--- src/rtl/hazard_controller.sv ---
// rtl/hazard_controller.sv - pipeline hazard, forwarding and memory-wait controller
//
// Purpose: drives the E-stage forwarding muxes and the stall/flush enables of the
// F/D, D/E, E/M and M/W pipeline registers for a five-stage pipeline. It resolves
// load-use hazards, PC-write/branch redirects, and multi-cycle data-memory waits.
// The memory-wait FSM has a timeout watchdog and a sticky error flag.
//
// Optional feature macro: HAZARD_PERF_EN adds the StallCnt/FlushCnt/MemWaitCnt
// performance counters.
//
// Ports:
//   clk, reset                 rising-edge clock, synchronous active-high reset
//   RA1E, RA2E / RA1D, RA2D    source register addresses in E / D
//   WA3E, WA3M, WA3W           destination register addresses in E / M / W
//   RegWriteM, RegWriteW       register write enables in M / W
//   MemtoRegE                  the instruction in E is a load
//   PCWrPendingF, PCSrcW       PC write in flight (D/E/M) / PC write in W
//   BranchTakenE               branch resolved taken in E
//   MemReqM, MemReadyM         data access active in M / access completes this cycle
//   ForwardAE, ForwardBE       00 regfile, 01 ResultW, 10 ALUOutM
//   StallF/D/E/M               hold the pipeline register
//   FlushD/E/W                 clear the pipeline register (bubble)
//   MemErr                     sticky memory-timeout error
//   StallCnt, FlushCnt, MemWaitCnt (HAZARD_PERF_EN only) wrapping event counters

module hazard_controller #(
  parameter int MEM_TIMEOUT = 16,
  parameter int CNT_W       = 8
) (
  input  logic       clk,
  input  logic       reset,
  input  logic [3:0] RA1E,
  input  logic [3:0] RA2E,
  input  logic [3:0] RA1D,
  input  logic [3:0] RA2D,
  input  logic [3:0] WA3E,
  input  logic [3:0] WA3M,
  input  logic [3:0] WA3W,
  input  logic       RegWriteM,
  input  logic       RegWriteW,
  input  logic       MemtoRegE,
  input  logic       PCWrPendingF,
  input  logic       PCSrcW,
  input  logic       BranchTakenE,
  input  logic       MemReqM,
  input  logic       MemReadyM,
  output logic [1:0] ForwardAE,
  output logic [1:0] ForwardBE,
  output logic       StallF,
  output logic       StallD,
  output logic       StallE,
  output logic       StallM,
  output logic       FlushD,
  output logic       FlushE,
  output logic       FlushW,
  output logic       MemErr
`ifdef HAZARD_PERF_EN
  ,
  output logic [31:0] StallCnt,
  output logic [31:0] FlushCnt,
  output logic [31:0] MemWaitCnt
`endif
);

  typedef enum logic {S_IDLE, S_WAIT} state_t;

  state_t     state, state_next;
  logic [CNT_W-1:0] cnt, cnt_next;
  logic       mem_err, mem_err_next;
  logic       ldr_stall, mem_stall, timeout;

  // M has priority over W because it holds the younger result.
  function automatic logic [1:0] fwd_sel(input logic [3:0] ra);
    if (RegWriteM && (WA3M == ra))      return 2'b10;
    else if (RegWriteW && (WA3W == ra)) return 2'b01;
    else                                return 2'b00;
  endfunction

  always_ff @(posedge clk) begin
    if (reset) begin
      state   <= S_IDLE;
      cnt     <= '0;
      mem_err <= 1'b0;
    end else begin
      state   <= state_next;
      cnt     <= cnt_next;
      mem_err <= mem_err_next;
    end
  end

  always_comb begin
    state_next   = state;
    cnt_next     = cnt;
    mem_err_next = mem_err;
    ForwardAE    = 2'b00;
    ForwardBE    = 2'b00;
    StallF       = 1'b0;
    StallD       = 1'b0;
    StallE       = 1'b0;
    StallM       = 1'b0;
    FlushD       = 1'b0;
    FlushE       = 1'b0;
    FlushW       = 1'b0;
    MemErr       = 1'b0;

    ldr_stall = MemtoRegE && ((WA3E == RA1D) || (WA3E == RA2D));
    // The watchdog releases the stall in the same cycle it fires, so the
    // longest possible stall is MEM_TIMEOUT-1 cycles.
    timeout   = (state == S_WAIT) && (cnt == CNT_W'(MEM_TIMEOUT - 1)) && !MemReadyM;
    mem_stall = ((state == S_IDLE) && MemReqM && !MemReadyM) ||
                ((state == S_WAIT) && !MemReadyM && !timeout);

    case (state)
      S_IDLE: begin
        if (MemReqM && !MemReadyM) begin
          state_next = S_WAIT;
          cnt_next   = CNT_W'(1);
        end
      end
      S_WAIT: begin
        if (MemReadyM || timeout) begin
          state_next = S_IDLE;
          cnt_next   = '0;
          if (timeout) mem_err_next = 1'b1;
        end else begin
          cnt_next = cnt + CNT_W'(1);
        end
      end
      default: begin
        state_next = S_IDLE;
        cnt_next   = '0;
      end
    endcase

    if (reset) begin
      FlushD = 1'b1;
      FlushE = 1'b1;
    end else begin
      ForwardAE = fwd_sel(RA1E);
      ForwardBE = fwd_sel(RA2E);
      MemErr    = mem_err;
      if (mem_stall) begin
        // Freeze the whole pipe; a pending branch or load-use in E is simply
        // held and acts once the access releases.
        StallF = 1'b1;
        StallD = 1'b1;
        StallE = 1'b1;
        StallM = 1'b1;
        FlushW = 1'b1;
      end else begin
        StallF = ldr_stall || PCWrPendingF;
        StallD = ldr_stall;
        FlushE = ldr_stall || BranchTakenE;
        FlushD = PCWrPendingF || PCSrcW || BranchTakenE;
      end
    end
  end

`ifdef HAZARD_PERF_EN
  always_ff @(posedge clk) begin
    if (reset) begin
      StallCnt   <= '0;
      FlushCnt   <= '0;
      MemWaitCnt <= '0;
    end else begin
      if (StallD) StallCnt <= StallCnt + 32'd1;
      // Only branch-caused flushes count; a held branch counts once, on release.
      if (BranchTakenE && !mem_stall) FlushCnt <= FlushCnt + 32'd1;
      if (mem_stall) MemWaitCnt <= MemWaitCnt + 32'd1;
    end
  end
`endif

endmodule

--- config.mk ---
export PLATFORM = sky130hd
export DESIGN_NAME = hazard_controller
export DESIGN_NICKNAME = d
export VERILOG_FILES = /design/src/rtl/hazard_controller.sv
export SDC_FILE = /design/constraint.sdc
export NUM_CORES = 1
export LEC_CHECK = 0
export CAP_MARGIN = 25
export CORE_MARGIN = 2
export CORE_UTILIZATION = 30
export CTS_BUF_LIST = sky130_fd_sc_hd__clkbuf_16
export CTS_CLUSTER_SIZE = 14
export DETAILED_ROUTE_END_ITERATION = 10
export MAX_ROUTING_LAYER = met4
export PLACE_DENSITY = 0.71
export REMOVE_ABC_BUFFERS = 1
export SLEW_MARGIN = 0
export SYNTH_ARGS = -nofsm -noshare
export SYNTH_HDL_FRONTEND = slang
export SYNTH_SLANG_ARGS = --single-unit
--- constraint.sdc ---
create_clock -name clk -period 3.4 [get_ports clk]
set_input_delay 0.68 -clock clk [delete_from_list [all_inputs] [get_ports clk]]
set_output_delay 0.68 -clock clk [all_outputs]
set_load 0.01 [all_outputs]
# Word level (Yosys, flattened, before mapping)
# Cells that the tools add are included.
[op_classes]
n_addsub = 1
n_eq_ne = 8
muxes = 23
bitwise = 1
n_reduce_logical = 22
[ops]
columns = ["operator", "n"]
rows = [
  ["4-bit == test", 6],
  ["8-bit 2-to-1 mux", 2],
  ["8-bit case mux with 2 select lines", 1],
  ["1-bit 2-to-1 mux", 15],
  ["1-bit logical AND", 12],
  ["8-bit by 1-bit adder with 8-bit output (second input constant)", 1],
  ["8-bit by 4-bit == test with 1-bit output (second input constant)", 1],
  ["2-bit 2-to-1 mux", 4],
  ["1-bit logical OR", 7],
  ["3-bit AND reduction", 1],
  ["1-bit zero test", 2],
  ["2-bit by 1-bit inequality test with 1-bit output (second input constant)", 1],
  ["1-bit case mux with 2 select lines", 1],
  ["1-bit NOT", 1],
]
[totals]
reg_bits = 10
in_bits = 38
out_inout_bits = 12
word_cells = 58

# Logic depth before layout (Yosys ltp)
# Gate-level depths: netlist (run 1).
[depth]
ltp_word = 8
ltp_mapped = 5
depth_no_buf = 5

# Worst setup path after synthesis (run 1)
# Ideal clock, no wire load.
[synth_timing]
path_type = "register -> output"
startpoint = "register cnt[5]"
endpoint = "output StallF"
arrival_time_ps = 1483
required_time_ps = 2720
setup_slack_ps = 1237
stages_incl_launch_ff = 5
path_buffers = 0
path_cell_list = "dfxtp_1 > or4b_4 > o221ai_2 > nor2_2 > nand3b_1"
[synth_between]
elab_chain_len = 8
[synth_rtl]
columns = ["element", "line", "rtl"]
rows = [
  ["from (decl)", "68", "logic [CNT_W-1:0] cnt, cnt_next;"],
  ["from (signal assigned)", "86", "cnt <= cnt_next;"],
  ["8-bit by 4-bit == test with 1-bit output", "109", "timeout = (state == S_WAIT) && (cnt == CNT_W'(MEM_TIMEOUT - 1)) && !MemReadyM;"],
  ["1-bit logical AND (2 in a row)", "109", ""],
  ["1-bit zero test", "111", "((state == S_WAIT) && !MemReadyM && !timeout);"],
  ["1-bit logical AND", "111", ""],
  ["1-bit logical OR", "110", "mem_stall = ((state == S_IDLE) && MemReqM && !MemReadyM) ||"],
  ["1-bit 2-to-1 mux", "142", "if (mem_stall) begin"],
  ["1-bit 2-to-1 mux", "135", "if (reset) begin"],
  ["to (decl)", "49", "output logic StallF,"],
]
# No other way between the ends.

# Final worst setup path (run 1)
[layout_timing]
startpoint = "input WA3E[1]"
endpoint = "output StallD"
[layout_between]
elab_chain_len = 5
word_cells_on_any_way = 6
classes_between = "2 x eq/ne; 2 x mux; 2 x reduce/logical"
[layout_rtl]
columns = ["element", "line", "rtl"]
rows = [
  ["from (decl)", "36", "input logic [3:0] WA3E,"],
  ["4-bit == test", "106", "ldr_stall = MemtoRegE && ((WA3E == RA1D) || (WA3E == RA2D));"],
  ["1-bit logical OR *", "106", ""],
  ["1-bit logical AND *", "106", ""],
  ["1-bit 2-to-1 mux *", "142", ""],
  ["1-bit 2-to-1 mux *", "135", ""],
  ["to (decl)", "50", "output logic StallD,"],
]
# Every way passes the cells marked *; elsewhere a longest branch is shown, timed or not.

==> results.yml, run 1 <==
status:
  status: "finished, final reports clean"
timing:
  finalCritPeriodShare_pct: 92.77
  finalSetupTns_ps: 0
  worstMarginPinSlew_ps: 473.9
  clock.fmax_mhz: 317.0
  slew_violations: 0
  setup_viol: 0
  final-hold-violation-count: 0
  setup_slack_ps: 245.8
  rsz0062_at_grt: "false"
  period_needed_ps: 3154
  skew_ps: 0.4245
  slew_headroom_pct: 68.31
cells_and_area:
  layout.cells.non_filler: 195
  fin_area_um2: 1479
  area_growth_pct: 67.66
  final_nets: 205
  antennaDiodeCount: 0
  drive_above_1_share_pct: 4.878
pwr:
  p_seq_share_pct: 27.3
  vdd_ir_drop_max_uv: 407.2
  p_switching_mw: 0.1020
  intPower_mw: 0.3433
  switching_share_pct: 22.90
  power.leakage_nw: 0.5530
  power_frac_comb_pct: 26.2
  power.density_nw_per_um2: 301.1
  power_frac_clock_pct: 46.5
  finalPower_mw: 0.4453
cts:
  cts_setup_buffers: 0
  cts_tree: "yes"
  hold_buffers: 0
  cts_sinks: 10
  cts_resized: 0
  clk_latency_ps: 240
  h-tree-depth: 1
  clk_pin_slew_ps: 40
  cts-buffers-inserted: 3
  ctsRootBufferMaster: "clkbuf_16"
  clk_path_buf_depth: 2
place:
  place_inst: 192
  post_dp_cell_area_um2: 1404
  numPortBuffers: 49
  pre_cts_ws_ps: 237.5
  dp_hpwl_um: 2045
  gp_congestion: 0.8152
floorplan:
  rows: 19
  initial_utilization_pct: 31.71
  core_um2: 2781
  die_area_um2: 3390
  die_y_um: 58.23
  die_x_um: 58.23
  io_pins: 50
logic_synthesis:
  synth_edf_count: 0
  yosysSeqAreaShare_pct: 22.70
  postSynth.asyncResetShare_pct: 0
  synth_cell_type_count: 33
  synth_ff_type: "dfxtp_1"
  ys_ff_latch: 10
  synth_area_um2: 882.1
  syn-instance-count: 114
  syn_avg_cell_area_um2: 7.738
  yosysWarnings: 0
setup_path:
  crit_type: "in -> out"
  max_stage_delay_ps: 570
  crit_fanout: 2
  required_ps: 2720
  cp_slowest_cell: "clkdlybuf4s50_1"
  r2r_end: "cnt[3]$_SDFFE_PP0P_"
  crit_arrival_ps: 2470
  worst_r2r_path_depth: 4
  ff2ff_setup_slack_ps: 1790
  crit_start: "WA3E[1]"
  critPathCaptureType: "output port"
  start_kind: "primary input"
  worstPathCellList: "clkdlybuf4s50_1, xor2_1, nor4_1, o21ai_0, o21ai_0, clkdlybuf4s50_1"
  r2r-start: "state$_SDFF_PP0_"
routing:
  firstDrtPassIters: 4
  vias: 1023
  drt_iter0_drc: 31
  wl_um: 2406
  drt-wirelength-per-cell_um: 12.34
  drc_errors: 0
  via_per_inst: 5.246
  detail-route-antenna-nets: 0
global_routing:
  gr-total-overflow: 0
  grt_start_max_net_pins: 14
  antenna_found_initial: 0
  grt_pass1_vias: 991
  grt_pass1_wl_um: 3960
  track_usage_pct: 15.35
hold_path:
  hold_path_depth: 2
  hold_path_end: "mem_err$_SDFFE_PP0P_"
  min_from: "mem_err$_SDFFE_PP0P_"
  min_path_type: "reg -> reg"
run:
  drv_cap: 0
[synthesized netlist by cell type, drive strengths merged, types with 2 or more instances]
cell / instances / area (um^2)
a21oi: 3 / 15.01
a22oi: 2 / 15.01
a31oi: 4 / 25.02
and3: 4 / 25.02
buf: 2 / 15.01
clkbuf: 2 / 7.510
dfxtp: 10 / 200.2
nand2: 6 / 22.52
nand3: 8 / 40.04
nand3b: 2 / 15.01
nor2: 12 / 47.55
nor2b: 4 / 25.02
nor3: 6 / 30.03
nor3b: 2 / 15.01
nor4: 2 / 12.51
o21ai: 4 / 20.01
or3: 4 / 25.02
xnor2: 2 / 17.52
xor2: 23 / 201.4
[layout by cell type (no fill, tap or decap), types with 3 or more instances in the layout]
cell type / n
a21oi_1: 3
a31oi_1: 4
and3_1: 4
clkbuf_16: 3
clkdlybuf4s50_1: 49
dfxtp_1: 10
nand2_1: 6
nand3_1: 8
nor2_1: 11
nor2b_1: 4
nor3_1: 6
o21ai_0: 3
or3_1: 4
xor2_1: 23
[area by class of cell]
| type | count | area (um^2) |
|---|---|---|
| fillers | 259 | 1303 |
| multi-input cells | 99 | 655.6 |
| repair buffers | 51 | 505.5 |
| flip-flops and latches | 10 | 200.2 |
| clock buffers | 3 | 75.07 |
| well taps | 31 | 38.79 |
| inverters | 1 | 3.754 |
[cell families (layout without fill, tap and decap cells)]
group	after synthesis	count (layout)	synth area share, %
AO/OA/AOI/OAI	18	18	13.76
XOR/XNOR	25	25	24.82
adder cells (fa/ha/maj)	1	1	1.418
buffers and inverters	5	55	2.978
flip-flops	10	10	22.69
AND/OR/NAND/NOR	55	55	34.33
[how the worst max path moves through the flow]
stage	endpoint	slack, ps	cells after the start
3_3_place_gp	StallD	250	6
4_1_cts	StallD	240	6
6_report	StallD	250	6
3_5_place_dp	StallD	240	6
5_1_grt	StallD	10	6
2_1_floorplan	StallF	1180	4
[sequential cells by signal, summed over array words and instances, names as in the netlist]
| signal | count |
|---|---|
| cnt | 8 |
| mem_err | 1 |
| state | 1 |
[metal layers]
metal | track usage [%] | share of wire, %
met1 | 16.24 | 39
met2 | 27.44 | 51
met3 | 4.241 | 9.4
met4 | 4.983 | 1.2
met5 | - | 0
[critical path: cells and delay by family]
kind                   cells  cell delay, ps
AO/OA/AOI/OAI              2             290
buffers and inverters      2            1010
XOR/XNOR                   1             180
AND/OR/NAND/NOR            1             320
[metrics by stage]
step           utilization (%)  hold WS [ps]
2_1_floorplan                -         432.3
3_3_place_gp             50.47         445.4
3_5_place_dp             50.47         465.2
4_1_cts                  53.17         470.7
5_1_grt                  53.17         497.8
6_report                 53.17         464.2
[power groups by stage]
stage	Combinational [mW]	Clock, mW	Sequential (mW)
final	0.117	0.207	0.122
after global routing	0.127	0.218	0.122
after CTS	0.117	0.210	0.122
after detailed placement	0.117	0	0.124
after global placement	0.114	0	0.123
after floorplan	0.0414	0	0.123
Note: power is estimated with default switching activity, not from simulation.
==> inputs of run 2 (changes only) <==
- RECOVER_POWER: default -> 50
==> run 2 against run 1 <==
Effect of this change: sequential cell count unchanged; sequential share of layout area up 0.058 points; via count down 0.68%; critical path depth down 1; clock skew about the same; maximum frequency down 2.5%; register-to-register slack worse by 90 ps; core utilization down 0.22 points; combinational power about the same; non-clock buffer count unchanged; cell count unchanged; worst hold slack worse by 2.0 ps; critical path type unchanged; highest routed layer unchanged.
==> results.yml, run 2 (synthesis gave the netlist of run 1 again) <==
status:
  status: "finished, final reports clean"
global_routing:
  grt_pass1_wl_um: 3960
  antenna_found_initial: 0
  gr-total-overflow: 0
  grt_pass1_vias: 991
  track_usage_pct: 15.35
  grt_start_max_net_pins: 14
timing:
  slew_headroom_pct: 68.53
  rsz0062_at_grt: "false"
  final-hold-violation-count: 0
  finalSetupTns_ps: 0
  period_needed_ps: 3234
  setup_viol: 0
  worstMarginPinSlew_ps: 470.5
  finalCritPeriodShare_pct: 95.12
  skew_ps: 0.5873
  slew_violations: 0
  clock.fmax_mhz: 309.2
floorplan:
  core_um2: 2781
  io_pins: 50
  die_area_um2: 3390
  rows: 19
  initial_utilization_pct: 31.71
  die_x_um: 58.23
  die_y_um: 58.23
setup_path:
  crit_type: "in -> out"
  crit_arrival_ps: 2550
  critPathCaptureType: "output port"
  start_kind: "primary input"
  crit_fanout: 13
  required_ps: 2720
cts:
  clk_pin_slew_ps: 40
  clk_path_buf_depth: 2
  cts_tree: "yes"
  h-tree-depth: 1
  cts_resized: 0
  ctsRootBufferMaster: "clkbuf_16"
  clk_latency_ps: 240
  hold_buffers: 0
  cts_setup_buffers: 0
  cts_sinks: 10
  cts-buffers-inserted: 3
hold_path:
  min_path_type: "reg -> reg"
pwr:
  power.leakage_nw: 0.5502
  vdd_ir_drop_max_uv: 413.3
  power.density_nw_per_um2: 302.2
routing:
  via_per_inst: 5.210
  drt-wirelength-per-cell_um: 12.44
  wl_um: 2425
  detail-route-antenna-nets: 0
  drt_iter0_drc: 22
  drc_errors: 0
  vias: 1016
  firstDrtPassIters: 4
place:
  dp_hpwl_um: 2045
  gp_congestion: 0.8152
  post_dp_cell_area_um2: 1404
  numPortBuffers: 49
run:
  drv_cap: 0
cells_and_area:
  fin_area_um2: 1473
  reg_top3: "cnt (8), mem_err (1), state (1)"
  largest_reg_flops: 8
  layout_commonest_cell: "clkdlybuf4s50_1"
  antennaDiodeCount: 0
  fin_util_pct: 52.95
  drive_above_1_share_pct: 3.659
  area_growth_pct: 66.95
  mostFrequentLayoutCells: "clkdlybuf4s50_1, xor2_1, nor2_1, dfxtp_1, nand3_1"
  top_register: "cnt"
  final_nets: 205
run 2: changes by cell type in the layout (fill, tap and decap cells not counted):
cell,change
nor2_1,+1
buf_4,-1
o21ai_1,-1
o21ai_0,+1
dlygate4sd3_1,+2
nor2_2,-1
clkdlybuf4s50_1,-2
clkbuf_1,+1
run 2: path summary, 6_finish.rpt:
| path | start | cells after the start | slack, ps | end |
|---|---|---|---|---|
| worst min-delay path | mem_err$_SDFFE_PP0P_ | 2 | 460 | mem_err$_SDFFE_PP0P_ |
| worst max-delay path | reset | 5 | 170 | StallF |
| worst max register to register | state$_SDFF_PP0_ | 4 | 1700 | cnt[6]$_SDFFE_PP0P_ |
| worst min register to register | mem_err$_SDFFE_PP0P_ | 2 | 460 | mem_err$_SDFFE_PP0P_ |
run 2: metrics by stage:
stage	setup slack, ps	cells	power, mW	hold WS [ps]
finish	165.9	195	0.4451	462.2
floorplan	1183	110	0.1644	432.3
global route	14.38	195	0.4649	497.8
global placement	254.9	192	0.2379	445.4
CTS	236.2	195	0.4489	470.7
detailed placement	237.5	192	0.2408	465.2
run 2: layout make-up:
cell class / instances / area, um^2
inverter: 1 / 3.754
multi-input combinational: 99 / 653.1
fill: 259 / 1309
sequential: 10 / 200.2
tap: 31 / 38.79
clock buffer: 3 / 75.07
timing repair buffer: 51 / 501.7
run 2: layer usage:
| layer | up-vias | wire length [um] | GRT usage, % |
|---|---|---|---|
| li1 | 509 | - | - |
| met3 | 6 | 220 | 4.241 |
| met5 | - | 0 | - |
| met1 | 450 | 959 | 16.24 |
| met2 | 51 | 1215 | 27.44 |
| met4 | 0 | 30 | 4.983 |
run 2: report_power, final:
group | total [mW] | switching, mW | internal, mW
Sequential | 0.122 | 0.00205 | 0.119
Clock | 0.208 | 0.0556 | 0.153
Combinational | 0.115 | 0.0451 | 0.0702
run 2: critical path, cell delays in order:
cell	delay [ps]
dlygate4sd3_1	830
clkbuf_1	320
nand2b_1	160
nand3b_1	70
clkdlybuf4s50_1	490
==> inputs of run 3 (changes only) <==
- GPL_TIMING_DRIVEN: default -> 0
- TNS_END_PERCENT: default -> 5
==> run 3 against run 2 <==
Effect of this change: global-route usage rose by 0.87 points; non-clock buffer count fell by 2; count of clock-buffer cells in the layout did not move; largest cell class unchanged; largest power group unchanged; highest routed layer unchanged.
==> results.yml, run 3 (synthesis gave the netlist of run 1 again) <==
status:
  status: "finished, final reports clean"
cells_and_area:
  top_register: "cnt"
  reg_top3: "cnt (8), mem_err (1), state (1)"
  layout_commonest_cell: "clkdlybuf4s50_1"
  fillCellCount: 270
  layout.cells.non_filler: 193
  area_growth_pct: 65.96
  final_nets: 203
  antennaDiodeCount: 0
  fin_util_pct: 52.63
  mostFrequentLayoutCells: "clkdlybuf4s50_1, xor2_1, nor2_1, dfxtp_1, nand3_1"
  drive_above_1_share_pct: 3.704
  largest_reg_flops: 8
  fin_area_um2: 1464
cts:
  cts_tree: "yes"
  h-tree-depth: 1
  cts_sinks: 10
  clk_path_buf_depth: 2
  cts-buffers-inserted: 3
  cts_setup_buffers: 0
  clk_latency_ps: 240
  hold_buffers: 0
  clk_pin_slew_ps: 40
  ctsRootBufferMaster: "clkbuf_16"
  cts_resized: 0
floorplan:
  rows: 19
  io_pins: 50
  die_x_um: 58.23
  die_y_um: 58.23
  core_um2: 2781
  die_area_um2: 3390
  initial_utilization_pct: 31.71
routing:
  drt_iter0_drc: 63
  drt-wirelength-per-cell_um: 13.06
  detail-route-antenna-nets: 0
  drc_errors: 0
  via_per_inst: 5.342
  vias: 1031
  wl_um: 2520
  firstDrtPassIters: 4
setup_path:
  critPathCaptureType: "output port"
  required_ps: 2720
  worstPathCellList: "dlygate4sd3_1, nor2b_1, o21ai_0, o21ai_0, clkdlybuf4s50_1"
  crit_type: "in -> out"
  cp_top_family: "buffers and inverters"
  crit_arrival_ps: 2550
  cp_common_cell: "o21ai_0"
  max_stage_delay_ps: 1010
  start_kind: "primary input"
  crit_fanout: 21
  timing.critical_path.buf_inv: 2
  cp_slowest_cell: "dlygate4sd3_1"
global_routing:
  gr-total-overflow: 0
  track_usage_pct: 16.22
  antenna_found_initial: 0
  grt_pass1_vias: 1030
  grt_pass1_wl_um: 4112
  grt_start_max_net_pins: 22
timing:
  rsz0062_at_grt: "false"
  skew_ps: 4.574
  slew_violations: 0
  worstMarginPinSlew_ps: 725.4
  slew_headroom_pct: 51.48
  finalSetupTns_ps: 0
  final-hold-violation-count: 0
  setup_viol: 0
  finalCritPeriodShare_pct: 95.03
  period_needed_ps: 3231
  clock.fmax_mhz: 309.5
place:
  post_dp_cell_area_um2: 1389
  gp_congestion: 0.8420
  dp_hpwl_um: 2099
  place_inst: 190
  numPortBuffers: 49
run:
  drv_cap: 0
pwr:
  power.density_nw_per_um2: 302.1
  finalPower_mw: 0.4422
  vdd_ir_drop_max_uv: 368.8
  power.leakage_nw: 0.5476
hold_path:
  min_path_type: "reg -> reg"
==> run 3: cell count changes in the layout (fill, tap and decap cells not counted), sizes merged <==
cell           delta
clkbuf            -1
clkdlybuf4s50     -1
buf               -1
dlygate4sd3       +1
==> run 3: metrics by stage <==
step	setup slack [ps]	hold slack, ps
2_1_floorplan	1183	432.3
3_3_place_gp	203.2	442.2
3_5_place_dp	166.7	456.6
4_1_cts	163.5	465.8
5_1_grt	85.59	533.6
6_report	168.9	460.0
==> run 3: final cells by class <==
cell class	count	area, um^2	area share [%]
Clock buffer	3	75.07	5.128
Inverter	1	3.754	0.2564
Multi-Input combinational cell	99	655.6	44.79
Sequential cell	10	200.2	13.68
Tap cell	31	38.79	2.650
Timing Repair Buffer	49	490.5	33.50
==> run 3: worst reg2reg max path, stage by stage (launching register included) <==
cell,delay (ps)
dfxtp_1,410
or4b_4,530
o21ai_0,370
or3_1,170
a31oi_1,80
==> run 3: final timing paths <==
path                   startpoint              endpoint  slack [ps]  cells past startpoint
max reg2reg      state$_SDFF_PP0_   cnt[7]$_SDFFE_PP0P_        1670                      4
min reg2reg  mem_err$_SDFFE_PP0P_  mem_err$_SDFFE_PP0P_         460                      2
max                         reset                StallD         170                      5
min          mem_err$_SDFFE_PP0P_  mem_err$_SDFFE_PP0P_         460                      2
==> run 3: where the power goes <==
group	internal [mW]	switching, mW
combinational	0.0693	0.0457
sequential	0.120	0.00209
clock	0.152	0.0532
total	0.341	0.101
==> run 3: routing by layer <==
metal	track usage (%)	share of wire [%]	wire, um	up-vias
met1	16.15	38	951	466
met4	7.309	3.3	82	0
met3	4.911	9.6	242	9
li1	-	-	-	503
met2	28.90	49	1244	53
met5	-	0	0	-
